[config.mk]
export PLATFORM = sky130hd
export DESIGN_NAME = cursor_position_tracker
export DESIGN_NICKNAME = d
export VERILOG_FILES = /design/src/rtl/cursor_position_tracker.sv
export SDC_FILE = /design/constraint.sdc
export NUM_CORES = 1
export LEC_CHECK = 0
export BUFFER_PORTS_ARGS = -buffer_cell sky130_fd_sc_hd__buf_2
export CAP_MARGIN = 20
export CORE_MARGIN = 4
export CORE_UTILIZATION = 40
export CTS_CLUSTER_DIAMETER = 120
export DETAILED_ROUTE_END_ITERATION = 7
export PLACE_DENSITY = 0.61
export SYNTH_ARGS = -nofsm -noshare
export SYNTH_HDL_FRONTEND = slang
export SYNTH_SLANG_ARGS = --single-unit
[constraint.sdc]
create_clock -name clk -period 3.5 [get_ports clk]
set_clock_uncertainty 0.1 [all_clocks]
set_input_delay 0.7 -clock clk [delete_from_list [all_inputs] [get_ports clk]]
set_output_delay 0.7 -clock clk [all_outputs]
set_load 0.01 [all_outputs]
[src/rtl/cursor_position_tracker.sv]
// Cursor position tracker: accumulates clamped mouse deltas, republishes the
// sprite position only at frame start, and generates click pulses plus an
// idle-fade alpha for the compositor.
module cursor_position_tracker #(
  parameter int SCREEN_W    = 640,
  parameter int SCREEN_H    = 480,
  parameter int SPRITE_W    = 64,
  parameter int SPRITE_H    = 64,
  parameter int SPEED_SHIFT = 0,
  parameter int IDLE_FRAMES = 120,
  parameter int FADE_FRAMES = 4
) (
  input  logic       clk,
  input  logic       reset_n,
  input  logic       frame_start,
  input  logic       rpt_valid,
  output logic       rpt_ready,
  input  logic [8:0] rpt_dx,
  input  logic [8:0] rpt_dy,
  input  logic [2:0] rpt_buttons,
  output logic [9:0] sprite_x,
  output logic [8:0] sprite_y,
  output logic [3:0] alpha,
  output logic       left_click,
  output logic       right_click,
  output logic [2:0] buttons_held
);

  localparam int MAX_X = SCREEN_W - SPRITE_W;
  localparam int MAX_Y = SCREEN_H - SPRITE_H;
  localparam logic [9:0] INIT_X = 10'(MAX_X / 2);
  localparam logic [8:0] INIT_Y = 9'(MAX_Y / 2);
  localparam logic [9:0] MAX_X_V = 10'(MAX_X);
  localparam logic [8:0] MAX_Y_V = 9'(MAX_Y);
  localparam logic signed [11:0] MAX_X_S = 12'(MAX_X);
  localparam logic signed [11:0] MAX_Y_S = 12'(MAX_Y);
  localparam int IDLE_W = (IDLE_FRAMES < 1) ? 1 : $clog2(IDLE_FRAMES + 1);
  localparam int FADE_W = (FADE_FRAMES < 2) ? 1 : $clog2(FADE_FRAMES);
  localparam logic [IDLE_W-1:0] IDLE_LIMIT = IDLE_W'(IDLE_FRAMES);
  localparam logic [FADE_W-1:0] FADE_LAST  = FADE_W'(FADE_FRAMES - 1);

  typedef enum logic {ST_IDLE, ST_APPLY} state_t;

  state_t r_state;
  state_t w_nextState;

  logic              r_ready;
  logic [8:0]        r_capDx;
  logic [8:0]        r_capDy;
  logic [2:0]        r_capBtn;
  logic [9:0]        r_accX;
  logic [8:0]        r_accY;
  logic [9:0]        r_spriteX;
  logic [8:0]        r_spriteY;
  logic [3:0]        r_alpha;
  logic [IDLE_W-1:0] r_idleCnt;
  logic [FADE_W-1:0] r_fadeCnt;
  logic              r_movedPending;
  logic              r_leftClick;
  logic              r_rightClick;
  logic [2:0]        r_btnHeld;

  logic              w_accept;
  logic              w_apply;
  logic              w_activity;
  logic [2:0]        w_newPress;
  logic signed [11:0] w_dxS;
  logic signed [11:0] w_dyS;
  logic signed [11:0] w_nx;
  logic signed [11:0] w_ny;
  logic [9:0]        w_clampX;
  logic [8:0]        w_clampY;

  assign w_accept   = rpt_valid && (r_state == ST_IDLE);
  assign w_apply    = (r_state == ST_APPLY);
  assign w_newPress = r_capBtn & ~r_btnHeld;
  assign w_activity = (r_capDx != 9'd0) || (r_capDy != 9'd0) || (w_newPress != 3'b000);

  // Deltas are sign-extended before scaling so negative moves stay negative
  assign w_dxS = $signed({{3{r_capDx[8]}}, r_capDx}) <<< SPEED_SHIFT;
  assign w_dyS = $signed({{3{r_capDy[8]}}, r_capDy}) <<< SPEED_SHIFT;
  // Screen y grows downward while the mouse reports positive = up
  assign w_nx  = $signed({2'b00, r_accX}) + w_dxS;
  assign w_ny  = $signed({3'b000, r_accY}) - w_dyS;

  // State register for the accept/apply handshake FSM
  always_ff @(posedge clk or negedge reset_n) begin
    if (!reset_n) begin
      r_state <= ST_IDLE;
      r_ready <= 1'b1;
    end else begin
      r_state <= w_nextState;
      r_ready <= (w_nextState == ST_IDLE);
    end
  end

  // Next-state logic: accept one report, spend exactly one cycle applying it
  always_comb begin
    w_nextState = r_state;
    case (r_state)
      ST_IDLE:  if (w_accept) w_nextState = ST_APPLY;
      ST_APPLY: w_nextState = ST_IDLE;
      default:  w_nextState = ST_IDLE;
    endcase
  end

  // Signed clamp of the candidate position into the visible sprite range
  always_comb begin
    w_clampX = w_nx[9:0];
    w_clampY = w_ny[8:0];
    if (w_nx < 12'sd0) begin
      w_clampX = 10'd0;
    end else if (w_nx > MAX_X_S) begin
      w_clampX = MAX_X_V;
    end
    if (w_ny < 12'sd0) begin
      w_clampY = 9'd0;
    end else if (w_ny > MAX_Y_S) begin
      w_clampY = MAX_Y_V;
    end
  end

  // Capture the report fields on the handshake
  always_ff @(posedge clk or negedge reset_n) begin
    if (!reset_n) begin
      r_capDx  <= 9'd0;
      r_capDy  <= 9'd0;
      r_capBtn <= 3'b000;
    end else if (w_accept) begin
      r_capDx  <= rpt_dx;
      r_capDy  <= rpt_dy;
      r_capBtn <= rpt_buttons;
    end
  end

  // Apply cycle: update accumulator, button state and one-cycle click pulses
  always_ff @(posedge clk or negedge reset_n) begin
    if (!reset_n) begin
      r_accX       <= INIT_X;
      r_accY       <= INIT_Y;
      r_btnHeld    <= 3'b000;
      r_leftClick  <= 1'b0;
      r_rightClick <= 1'b0;
    end else begin
      r_leftClick  <= 1'b0;
      r_rightClick <= 1'b0;
      if (w_apply) begin
        r_accX       <= w_clampX;
        r_accY       <= w_clampY;
        r_btnHeld    <= r_capBtn;
        r_leftClick  <= w_newPress[0];
        r_rightClick <= w_newPress[1];
      end
    end
  end

  // Publish the accumulated position only at frame start to avoid tearing
  always_ff @(posedge clk or negedge reset_n) begin
    if (!reset_n) begin
      r_spriteX <= INIT_X;
      r_spriteY <= INIT_Y;
    end else if (frame_start) begin
      r_spriteX <= r_accX;
      r_spriteY <= r_accY;
    end
  end

  // Activity flag: a new apply sets it even on the frame that consumes it
  always_ff @(posedge clk or negedge reset_n) begin
    if (!reset_n) begin
      r_movedPending <= 1'b0;
    end else if (w_apply && w_activity) begin
      r_movedPending <= 1'b1;
    end else if (frame_start) begin
      r_movedPending <= 1'b0;
    end
  end

  // Per-frame idle counting and stepped alpha fade
  always_ff @(posedge clk or negedge reset_n) begin
    if (!reset_n) begin
      r_alpha   <= 4'hF;
      r_idleCnt <= '0;
      r_fadeCnt <= '0;
    end else if (frame_start) begin
      if (r_movedPending) begin
        r_alpha   <= 4'hF;
        r_idleCnt <= '0;
        r_fadeCnt <= '0;
      end else if (r_idleCnt < IDLE_LIMIT) begin
        r_idleCnt <= r_idleCnt + 1'b1;
      end else if (r_fadeCnt == FADE_LAST) begin
        r_fadeCnt <= '0;
        r_alpha   <= (r_alpha == 4'h0) ? 4'h0 : r_alpha - 4'h1;
      end else begin
        r_fadeCnt <= r_fadeCnt + 1'b1;
      end
    end
  end

  assign rpt_ready    = r_ready;
  assign sprite_x     = r_spriteX;
  assign sprite_y     = r_spriteY;
  assign alpha        = r_alpha;
  assign left_click   = r_leftClick;
  assign right_click  = r_rightClick;
  assign buttons_held = r_btnHeld;

endmodule
# == Word-level counts from Yosys, hierarchy flattened ==
# Index checks and enable logic that the tools add are counted.
# op_classes
n_mux,19
bitwise_logic,4
n_addsub,5
order_cmp,5
n_eq_ne,2
reduce_logical,14
# op_table
operator,n
$mux W10,2
$mux W9,2
$reduce_bool A9 Y1,2
$mux W4,4
$mux W7,2
$add A11 B9 Y12,1
$gt A12 B11 Y1 const B,1
$lt A12 B1 Y1 const B,1
$gt A11 B10 Y1 const B,1
$lt A11 B1 Y1 const B,1
$sub A10 B9 Y11,1
$add A7 B1 Y7 const B,1
$lt A7 B7 Y1 const B,1
$mux W2,3
$reduce_bool A2 Y1,3
$mux W1,5
$logic_not A4 Y1,1
$reduce_and A2 Y1,2
$sub A4 B1 Y4 const B,1
$and A3 B3 Y3,1
$not A3 Y3,1
$reduce_and A3 Y1,1
$reduce_bool A3 Y1,1
$add A2 B1 Y2 const B,1
6 further kinds,9
# word_totals
input_bits,25
word_cells,65
register_bits,80

# == Longest topological paths before layout ==
# Gate-level depths: netlist (run 1).
# logic_depth
word_depth,6
mapped_depth,11
ltp_nobuf,11

# == Least setup slack after synthesis (run 1) ==
# Ideal clock, no wire load.
# synth_path
path_kind,reg-to-reg
from,register r_capDx[0]
to,register r_accX[0]
setup_time_ps,134
n_path_buf,0
required_ps,3266
setup_slack_ps,910
t_arrival_ps,2356
stages_incl_launch_ff,11
synth_period_minus_slack_ps,2590
path_cell_list,dfrtp_1 ha_1 inv_1 fa_1 and2b_2 o21a_1 o21a_1 o41a_1 mux2_4 nand3_2 o22ai_1
# synth_between
elab_chain_len,4
word_cells_on_any_way,5
classes_between,1 x add/sub; 2 x order compare; 2 x mux
# synth_rtl
element,line,text
"start, declared",48,logic [8:0] r_capDx;
"start signal, assigned",130,r_capDx <= rpt_dx;
$add A11 B9 Y12 (*),83,"assign w_nx = $signed({2'b00, r_accX}) + w_dxS;"
$gt A12 B11 Y1,113,end else if (w_nx > MAX_X_S) begin
$mux W10,113,
$mux W10 (*),111,if (w_nx < 12'sd0) begin
"end signal, assigned",148,r_accX <= w_clampX;
"end, declared",51,logic [9:0] r_accX;
# Every way passes the cells marked *; elsewhere a longest branch is shown, timed or not.
# A chain may end at the register's enable or synchronous reset.

# == Worst setup path after layout (run 1) ==
# layout_path
from,register r_accY[0]
to,register r_accY[3]
# layout_between
elab_chain_len,4
word_cells_on_any_way,5
classes_between,1 x add/sub; 2 x order compare; 2 x mux
# layout_rtl
element,line,text
"start, declared",52,logic [8:0] r_accY;
"start signal, assigned",149,r_accY <= w_clampY;
$sub A10 B9 Y11 (*),84,"assign w_ny = $signed({3'b000, r_accY}) - w_dyS;"
$gt A11 B10 Y1,118,end else if (w_ny > MAX_Y_S) begin
$mux W9,118,
$mux W9 (*),116,if (w_ny < 12'sd0) begin
# Marked as above.

==> results.ini, run 1 <==
[clocking]
clockRootBuffer = clkbuf_8
cts_tree = yes
clk_latency_ns = 0.37
htreeDepth = 3
clk_pin_slew_ns = 0.09
cts_buffers = 9
ctsLongestPathBuffers = 2
cts_hold_buffers = 0
post_cts_buffers = 0
cts_resized = 0
cts.sinks = 80

[grt]
grt_overflow = 0
grt_pass1_vias = 3217
grt_pass1_wl_mm = 15.88
grt_usage_pct = 15.83
antenna_found_initial = 0
grt_max_degree = 81

[critical_path]
reg2regPathDepth = 11
crit_end = r_accY[3]
timing.rr.end = r_accY[3]
crit_top_cell = inv_1
crit_chain = inv_1, ha_1, inv_1, fa_1, a21o_1, a22oi_1, o31ai_1, nor3_1, o311ai_0, o22ai_2, o22ai_1
max_stage_delay_ns = 0.40
arrival_ns = 3.04
crit_fanout = 5
worstReg2RegStart = r_accY[0]
start_kind = register
path_buf_inv = 2
rrSetupSlack_ns = 0.59
endpoint_kind = register
cp.required_ns = 3.64
critical_path.slowest_cell = fa_1
cpLargestDelayFamily = compound AO/OA/AOI/OAI gates
cp.depth = 11
path_class = register to register
cp-startpoint = r_accY[0]

[floorplanning]
io-pin-count = 54
die_h_um = 111.3
fp.dieArea_um2 = 12390
die_w_um = 111.3
core_um2 = 10370
initial_core_util_pct = 41.16
core.rowCount = 37

[synthesis]
synth_xor_area_share_pct = 3.489
synth_compound_area_share_pct = 16.83
synthSimpleGateAreaFrac_pct = 10.99
synth-edff-count = 0
syn_nets = 463
syn_inst = 413
ys_warn_count = 0
synthAdderAreaFrac_pct = 7.681
yosysUniqueCellTypes = 59
ys_ff_latch = 80
ys_seq_area_share_pct = 47.35
synth_commonest_cells = dfrtp_1, inv_1, nand2_1, mux2_2, o21ai_0
synth.most_common_cell = dfrtp_1
muxShareOfSynthArea_pct = 9.000
yosysTopAreaCell = dfrtp_1
synth-async-reset-ratio_pct = 100.0
synthFlopType = dfrtp_1
synth_area_per_cell_um2 = 10.33
synth_top_area_share_pct = 38.11
synth_area_leaders = dfrtp_1, dfstp_2, mux2_2
synth_top_family_by_area = compound AO/OA/AOI/OAI gates
syn_area_um2 = 4268

[finish]
diodes = 0
syn_to_final_growth_pct = 15.57
drive_above_1_share_pct = 26.00
nets = 518

[sta]
rsz0062_at_grt = false
finalHoldViolCount = 0
timing.hold.ws_ns = 0.1346
fmaxAchievable_ghz = 0.3441
max_slew.worst_pin.slew_ns = 0.6454
timing.final.crit_share_pct = 83.03
setup_viol = 0
maxSlewViolCount = 0
layout_min_cycle_time_ns = 2.906
tns_ns = 0
relSlewSlack_pct = 55.86

[placement]
portBuffers = 53
dp_hpwl_mm = 6.639
gp_congestion = 0.8415

[routing]
wl_met1_mm = 4.601
wl_per_cell_um = 15.28
routed_wl_mm = 9.307
drc_errors = 0
via_count = 3219
firstDrtPassIters = 6
drtIter0Drc = 193
top_layer_used = met4
vias_per_cell = 5.286
ant_nets = 0
dr_wl_met2_mm = 4.045
wl_met3_um = 533

[flow_run]
cap_violations = 0

[power]
power.density_nw_per_um2 = 769.6
p_leak_nw = 2.319
ir_drop_mv = 0.4186

[outcome]
status = finished clean

[min_path]
worstHoldPathType = input pin to asynchronous set/reset pin

-- cells by family after synthesis --
kind of cell             Yosys count
AO/OA/AOI/OAI                    109
multiplexers                      34
buffers and inverters             53
XOR/XNOR                          17
AND/OR/NAND/NOR                   95
adder cells (fa/ha/maj)           25
flip-flops                        80
-- placed cells by master, fill, tap and decap left out, types with 7 or more instances in the layout --
master,count
dfrtp_1,65
buf_2,52
inv_1,39
nand2_1,39
mux2_2,31
o21ai_0,28
ha_1,23
o22ai_1,18
dfstp_2,15
a21oi_1,14
nor2_1,11
xnor2_1,10
clkbuf_8,10
nor3_1,8
a31oi_1,8
xor2_1,7
-- per-stage QoR --
stage               worst slack, ns  utilization, %  power, mW  cell area [um^2]  instances
floorplan                    0.9099               -      2.587              4268        413
detailed placement           0.6669           45.15      3.017              4682        592
CTS                          0.6399           47.30      3.816              4905        608
finish                       0.5940           47.56      3.796              4932        609
global placement             0.7649           45.15      2.981              4682        592
global route                 0.3432           47.56      4.106              4932        609
-- area by class of cell --
class,count,area [um^2]
fillers,997,5438
multi-input cells,280,2051
flip-flops and latches,80,2021
well taps,136,170.2
clock buffers,12,145.1
inverters,40,150.1
repair buffers,57,317.8
clock inverters,4,77.57
-- layer usage --
layer	track usage, %	vias up
met3	5.513	7
met1	21.57	1540
li1	-	1597
met4	5.353	0
met2	23.52	75
met5	0	-
-- where the power goes --
part	switching, mW	internal [mW]	total, mW	leakage, nW
clock network	0.352	0.426	0.777	0.111
registers	0.195	1.20	1.39	0.989
logic	0.882	0.746	1.63	1.22
total	1.43	2.37	3.80	2.32
-- registers in the layout (all words and copies together) (netlist names), 2 cells and up --
register      flops
alpha             4
r_idleCnt         7
r_accY            9
r_fadeCnt         2
r_capBtn          3
sprite_y          9
r_capDy           9
r_accX           10
r_capDx           9
buttons_held      3
sprite_x         10
-- worst min path at each step --
| stage | endpoint | from |
|---|---|---|
| global placement | right_click | buttons_held[1] |
| CTS | right_click | buttons_held[1] |
| finish | buttons_held[1] | reset_n |
| detailed placement | right_click | buttons_held[1] |
| global route | buttons_held[1] | reset_n |
| floorplan | buttons_held[0] | reset_n |
Note: power is estimated with default switching activity, not from simulation.
==> run 2, diff against run 1 <==
==> constraint.sdc (replaced) <==
create_clock -name clk -period 2.8 [get_ports clk]
set_clock_uncertainty 0.1 [all_clocks]
set_input_delay 0.56 -clock clk [delete_from_list [all_inputs] [get_ports clk]]
set_output_delay 0.56 -clock clk [all_outputs]
set_load 0.01 [all_outputs]
==> run 2 against run 1 <==
  * Sequential share of layout area decreased by 0.24 points
  * Combinational power up 31%
  * Critical path depth fell by 1
  * Flip-flop and latch count unchanged
  * Final cell count rose by 0.66%
  * Maximum frequency rose by 7.8%
  * Non-clock buffer count up 4
==> results.ini, run 2 (same netlist as run 1, synthesis figures left out) <==
[critical_path]
crit_top_cell = o21a_1  ; was inv_1
arrival_ns = 2.82  ; was 3.04 ns
endpoint_kind = register  ; unchanged
start_kind = register  ; unchanged
critical_path.slowest_cell = dfrtp_1  ; was fa_1
cp.required_ns = 2.93  ; was 3.64 ns
crit_chain = ha_1, inv_1, fa_1, and2b_2, o21a_1, o21a_1, o41a_1, mux2_4, nand3_2, o22ai_1  ; was inv_1, ha_1, inv_1, fa_1, a21o_1, a22oi_1, o31ai_1, nor3_1, o311ai_0, o22ai_2, o22ai_1
max_stage_delay_ns = 0.40  ; about the same
crit_fanout = 6  ; was 5
path_class = register to register  ; unchanged

[routing]
dr_wl_met2_mm = 4.007  ; was 4.045 mm
wl_per_cell_um = 14.94  ; was 15.28 um
drc_errors = 0  ; unchanged
drtIter0Drc = 214  ; was 193
wl_met3_um = 606  ; was 533 um
top_layer_used = met4  ; unchanged
firstDrtPassIters = 4  ; was 6
routed_wl_mm = 9.156  ; was 9.307 mm
ant_nets = 0  ; unchanged
wl_met1_mm = 4.395  ; was 4.601 mm
vias_per_cell = 5.351  ; was 5.286
via_count = 3280  ; was 3219

[floorplanning]
core_um2 = 10370  ; unchanged
core.rowCount = 37  ; unchanged
die_w_um = 111.3  ; unchanged
initial_core_util_pct = 41.16  ; unchanged
io-pin-count = 54  ; unchanged
die_h_um = 111.3  ; unchanged
fp.dieArea_um2 = 12390  ; unchanged

[grt]
grt_overflow = 0  ; unchanged
grt_pass1_wl_mm = 15.79  ; was 15.88 mm
grt_pass1_vias = 3259  ; was 3217
grt_usage_pct = 15.59  ; was 15.83%
grt_max_degree = 49  ; was 81
antenna_found_initial = 0  ; unchanged

[finish]
multi_input_area_um2 = 2102  ; was 2051 um^2
final_common_cell = dfrtp_1  ; unchanged
nets = 522  ; was 518
nFillCells = 967  ; was 997
syn_to_final_growth_pct = 16.24  ; was 15.57%
mostFrequentLayoutCells = dfrtp_1, buf_2, inv_1, nand2_1, mux2_2  ; unchanged
drive_above_1_share_pct = 29.14  ; was 26.00%
seq_area_um2 = 2021  ; unchanged
diodes = 0  ; unchanged

[clocking]
clockRootBuffer = clkbuf_8  ; unchanged
clk_latency_ns = 0.36  ; was 0.37 ns
ctsLongestPathBuffers = 2  ; unchanged
cts_buffers = 9  ; unchanged
htreeDepth = 3  ; unchanged
clk_pin_slew_ns = 0.09  ; about the same
cts.sinks = 80  ; unchanged
cts_tree = yes  ; unchanged

[power]
p_leak_nw = 2.315  ; was 2.319 nW
ir_drop_mv = 0.4197  ; was 0.4186 mV
power.density_nw_per_um2 = 938.0  ; was 769.6 nW/um^2
p_total_mw = 4.654  ; was 3.796 mW

[sta]
finalHoldViolCount = 0  ; unchanged
relSlewSlack_pct = 71.03  ; was 55.86%
layout_min_cycle_time_ns = 2.696  ; was 2.906 ns
timing.final.crit_share_pct = 96.28  ; was 83.03%
max_slew.worst_pin.slew_ns = 0.4345  ; was 0.6454 ns
fmaxAchievable_ghz = 0.3710  ; was 0.3441 GHz
maxSlewViolCount = 0  ; unchanged
tns_ns = 0  ; unchanged
setup_viol = 0  ; unchanged

[outcome]
status = finished clean  ; unchanged

[placement]
gp_congestion = 0.8219  ; was 0.8415
dp_hpwl_mm = 6.731  ; was 6.639 mm
portBuffers = 53  ; unchanged

[flow_run]
cap_violations = 0  ; unchanged

[min_path]
worstHoldPathType = input pin to asynchronous set/reset pin  ; unchanged

==> run 2: cell count changes in the layout (fill, tap and decap cells not counted), moves of 2 or more <==
cell	delta
clkinvlp_4	+2
clkinv_4	+2
a21oi_2	+2
buf_4	+3
a21oi_1	-2
bufinv_16	-2
==> run 2: final cells by class <==
cell class	count	share of cell area, %
tap	136	3.430
clock buffer	10	2.573
multi-input combinational	280	42.37
timing repair buffer	61	6.936
clock inverter	6	0.9332
sequential	80	40.73
inverter	40	3.026
==> run 2: repair_timing <==
item | in CTS | in global routing
resized for setup | 0 | 14
buffers inserted | 0 | 1
hold buffers | 0 | 0
setup endpoints to repair | 0 | 17
==> run 2: final timing paths <==
path                               end            start  cells after the start  slack [ns]
setup / recovery             r_accX[0]       r_capDx[0]                     10        0.10
hold / removal              r_capDx[4]          reset_n                      1        0.04
setup reg to reg             r_accX[0]       r_capDx[0]                     10        0.10
hold reg to reg            right_click  buttons_held[1]                      1        0.35
max in group asynchronous  sprite_y[4]          reset_n                      2        1.91
min in group clk            r_capDy[2]        rpt_dy[2]                      3        0.30
==> run 2: per-stage QoR <==
stage / utilization (%) / worst slack (ns) / hold slack [ns] / std cells / area [um^2]
final: 47.84 / 0.1043 / 0.03703 / 613 / 4961
after global routing: 47.84 / -0.01869 / 0.05639 / 613 / 4961
after CTS: 47.24 / 0.01243 / 0.04320 / 612 / 4898
after detailed placement: 45.56 / 0.02659 / 0.3419 / 596 / 4725
after global placement: 45.56 / 0.08707 / 0.3467 / 596 / 4725
after floorplan: - / 0.2099 / 0.1644 / 413 / 4268
==> run 2: layer usage <==
layer  up-vias  track usage (%)
li1       1610                -
met1      1569            21.78
met2        89            23.20
met4         0            5.839
met5         -                0
met3        12            4.148
==> run 2: worst max-delay path, delay by kind of cell (launching register included) <==
kind | cells | cell delay [ns]
buf+inv | 1 | 0.07
mux | 1 | 0.32
simple gates | 2 | 0.37
compound gates | 4 | 0.89
flops | 1 | 0.40
fa+ha+maj | 2 | 0.42
==> run 2: report_power, final <==
part / switching (mW) / internal (mW)
Sequential: 0.244 / 1.49
Clock: 0.446 / 0.325
Combinational: 1.14 / 1.00
==> run 3, diff against run 2 <==
--- a/config.mk
+++ b/config.mk
@@ -9,6 +9,7 @@
 export CAP_MARGIN = 20
 export CORE_MARGIN = 4
 export CORE_UTILIZATION = 40
+export CTS_BUF_LIST = sky130_fd_sc_hd__clkbuf_8
 export CTS_CLUSTER_DIAMETER = 120
 export DETAILED_ROUTE_END_ITERATION = 7
 export PLACE_DENSITY = 0.61
==> run 3 against run 2 <==
  * Flip-flop and latch count stayed put
  * Combinational power barely moved
  * Die area unchanged
  * Highest routed layer unchanged
==> results.ini, run 3 (same netlist as run 1, synthesis figures left out) <==
[finish]
mostFrequentLayoutCells = dfrtp_1, buf_2, inv_1  ; was dfrtp_1, buf_2, inv_1, nand2_1, mux2_2
nets = 522  ; unchanged
final_common_cell = dfrtp_1  ; unchanged
drive_above_1_share_pct = 29.14  ; unchanged
final_cells = 613  ; unchanged
syn_to_final_growth_pct = 16.24  ; unchanged
diodes = 0  ; unchanged

[floorplanning]
die_w_um = 111.3  ; unchanged
fp.dieArea_um2 = 12390  ; unchanged
core_um2 = 10370  ; unchanged
io-pin-count = 54  ; unchanged
die_h_um = 111.3  ; unchanged
core.rowCount = 37  ; unchanged
initial_core_util_pct = 41.16  ; unchanged

[power]
power.density_nw_per_um2 = 937.4  ; was 938.0 nW/um^2
p_leak_nw = 2.319  ; was 2.315 nW
ir_drop_mv = 0.4197  ; about the same

[placement]
portBuffers = 53  ; unchanged
dp.cells = 596  ; unchanged
dp_slack_ns = 0.02659  ; unchanged
gp_congestion = 0.8219  ; unchanged
dp_hpwl_mm = 6.731  ; unchanged

[routing]
wl_per_cell_um = 14.94  ; unchanged
via_count = 3272  ; was 3280
drtIter0Drc = 215  ; was 214
vias_per_cell = 5.338  ; was 5.351
drc_errors = 0  ; unchanged
ant_nets = 0  ; unchanged
firstDrtPassIters = 4  ; unchanged
routed_wl_mm = 9.156  ; unchanged

[clocking]
cts_buffers = 9  ; unchanged
clk_latency_ns = 0.36  ; about the same
cts_hold_buffers = 0  ; unchanged
cts.sinks = 80  ; unchanged
clockRootBuffer = clkbuf_8  ; unchanged
htreeDepth = 3  ; unchanged
ctsLongestPathBuffers = 2  ; unchanged
clk_pin_slew_ns = 0.09  ; about the same
cts_tree = yes  ; unchanged

[critical_path]
cp.required_ns = 2.93  ; about the same
max_stage_delay_ns = 0.40  ; about the same
crit_chain = ha_1, inv_1, fa_1, and2b_2, o21a_1, o21a_1, o41a_1, mux2_4, nand3_2, o22ai_1  ; unchanged
crit_top_cell = o21a_1  ; unchanged
timing.rr.end = r_accX[0]  ; unchanged
arrival_ns = 2.82  ; about the same
reg2regPathDepth = 10  ; unchanged
worstReg2RegStart = r_capDx[0]  ; unchanged
cp-startpoint = r_capDx[0]  ; unchanged
cpLargestDelayFamily = compound AO/OA/AOI/OAI gates  ; unchanged
crit_fanout = 6  ; unchanged
endpoint_kind = register  ; unchanged
crit_end = r_accX[0]  ; unchanged
start_kind = register  ; unchanged
path_buf_inv = 1  ; unchanged
path_class = register to register  ; unchanged
rrSetupSlack_ns = 0.11  ; was 0.10 ns
cp.depth = 10  ; unchanged
critical_path.slowest_cell = dfrtp_1  ; unchanged

[sta]
maxSlewViolCount = 0  ; unchanged
finalHoldViolCount = 0  ; unchanged
fmaxAchievable_ghz = 0.3713  ; was 0.3710 GHz
max_slew.worst_pin.slew_ns = 0.4345  ; unchanged
timing.final.crit_share_pct = 96.20  ; was 96.28%
relSlewSlack_pct = 71.03  ; unchanged
timing.hold.ws_ns = 0.03745  ; was 0.03703 ns
setup_viol = 0  ; unchanged
setup_ws_ns = 0.1065  ; was 0.1043 ns
layout_min_cycle_time_ns = 2.693  ; was 2.696 ns

[grt]
grt_pass1_wl_mm = 15.79  ; unchanged
antenna_found_initial = 0  ; unchanged
grt_usage_pct = 15.59  ; unchanged
grt_max_degree = 49  ; unchanged
grt_overflow = 0  ; unchanged
grt_pass1_vias = 3259  ; unchanged

[outcome]
status = finished clean  ; unchanged

[min_path]
worstHoldPathType = input pin to asynchronous set/reset pin  ; unchanged

[flow_run]
cap_violations = 0  ; unchanged

## run 3: cell types whose count changed in the layout (fill, tap and decap cells not counted)
cell,before,now
clkbuf_1,1,0
inv_1,39,40
## run 3: area by class of cell
cell class                      instances  area (um^2)
Tap cell                              136        170.2
Sequential cell                        80         2021
Inverter                               40        150.1
Clock inverter                          7        50.05
Clock buffer                            9        123.9
Fill cell                             967         5409
Multi-Input combinational cell        280         2102
Timing Repair Buffer                   61        344.1
## run 3: worst min-delay path by stage
stage | from | endpoint | slack [ns] | cells after the start
after CTS | reset_n | r_capDx[4] | 0.04 | 1
after global routing | reset_n | r_capDx[4] | 0.06 | 1
final | reset_n | r_capDx[4] | 0.04 | 1
after floorplan | reset_n | buttons_held[0] | 0.16 | 0
after global placement | buttons_held[1] | right_click | 0.35 | 1
after detailed placement | buttons_held[0] | left_click | 0.34 | 1
## run 3: report_power, final
group	switching [mW]	internal (mW)	total (mW)	leakage, nW
clock	0.448	0.322	0.769	0.0866
combinational	1.14	1.00	2.14	1.24
sequential	0.244	1.49	1.74	0.989
## run 3: metal layers
layer	vias up	track usage [%]	wire (um)
met5	-	0	0
met4	0	5.839	123
met3	11	4.148	625
met2	86	23.20	4013
met1	1565	21.78	4393
li1	1610	-	-
## run 3: through the flow
stage / power [mW] / TNS, ns / utilization (%) / cell area (um^2)
2_1_floorplan: 3.234 / 0 / - / 4268
3_3_place_gp: 3.750 / 0 / 45.56 / 4725
3_5_place_dp: 3.792 / 0 / 45.56 / 4725
4_1_cts: 4.581 / 0 / 47.24 / 4898
5_1_grt: 5.051 / -0.05111 / 47.84 / 4961
6_report: 4.651 / 0 / 47.84 / 4961
## run 3: repair_timing
action	in CTS	in global routing
setup buffers	0	1
setup endpoints to repair	0	17
endpoints found under the hold margin	0	0
resized for setup	0	14
## run 3: worst register-to-register path, stage by stage (launching register included)
cell and delay [ns]:
dfrtp_1 0.40, ha_1 0.23, inv_1 0.07, fa_1 0.19, and2b_2 0.24, o21a_1 0.23
o21a_1 0.20, o41a_1 0.36, mux2_4 0.32, nand3_2 0.13, o22ai_1 0.10
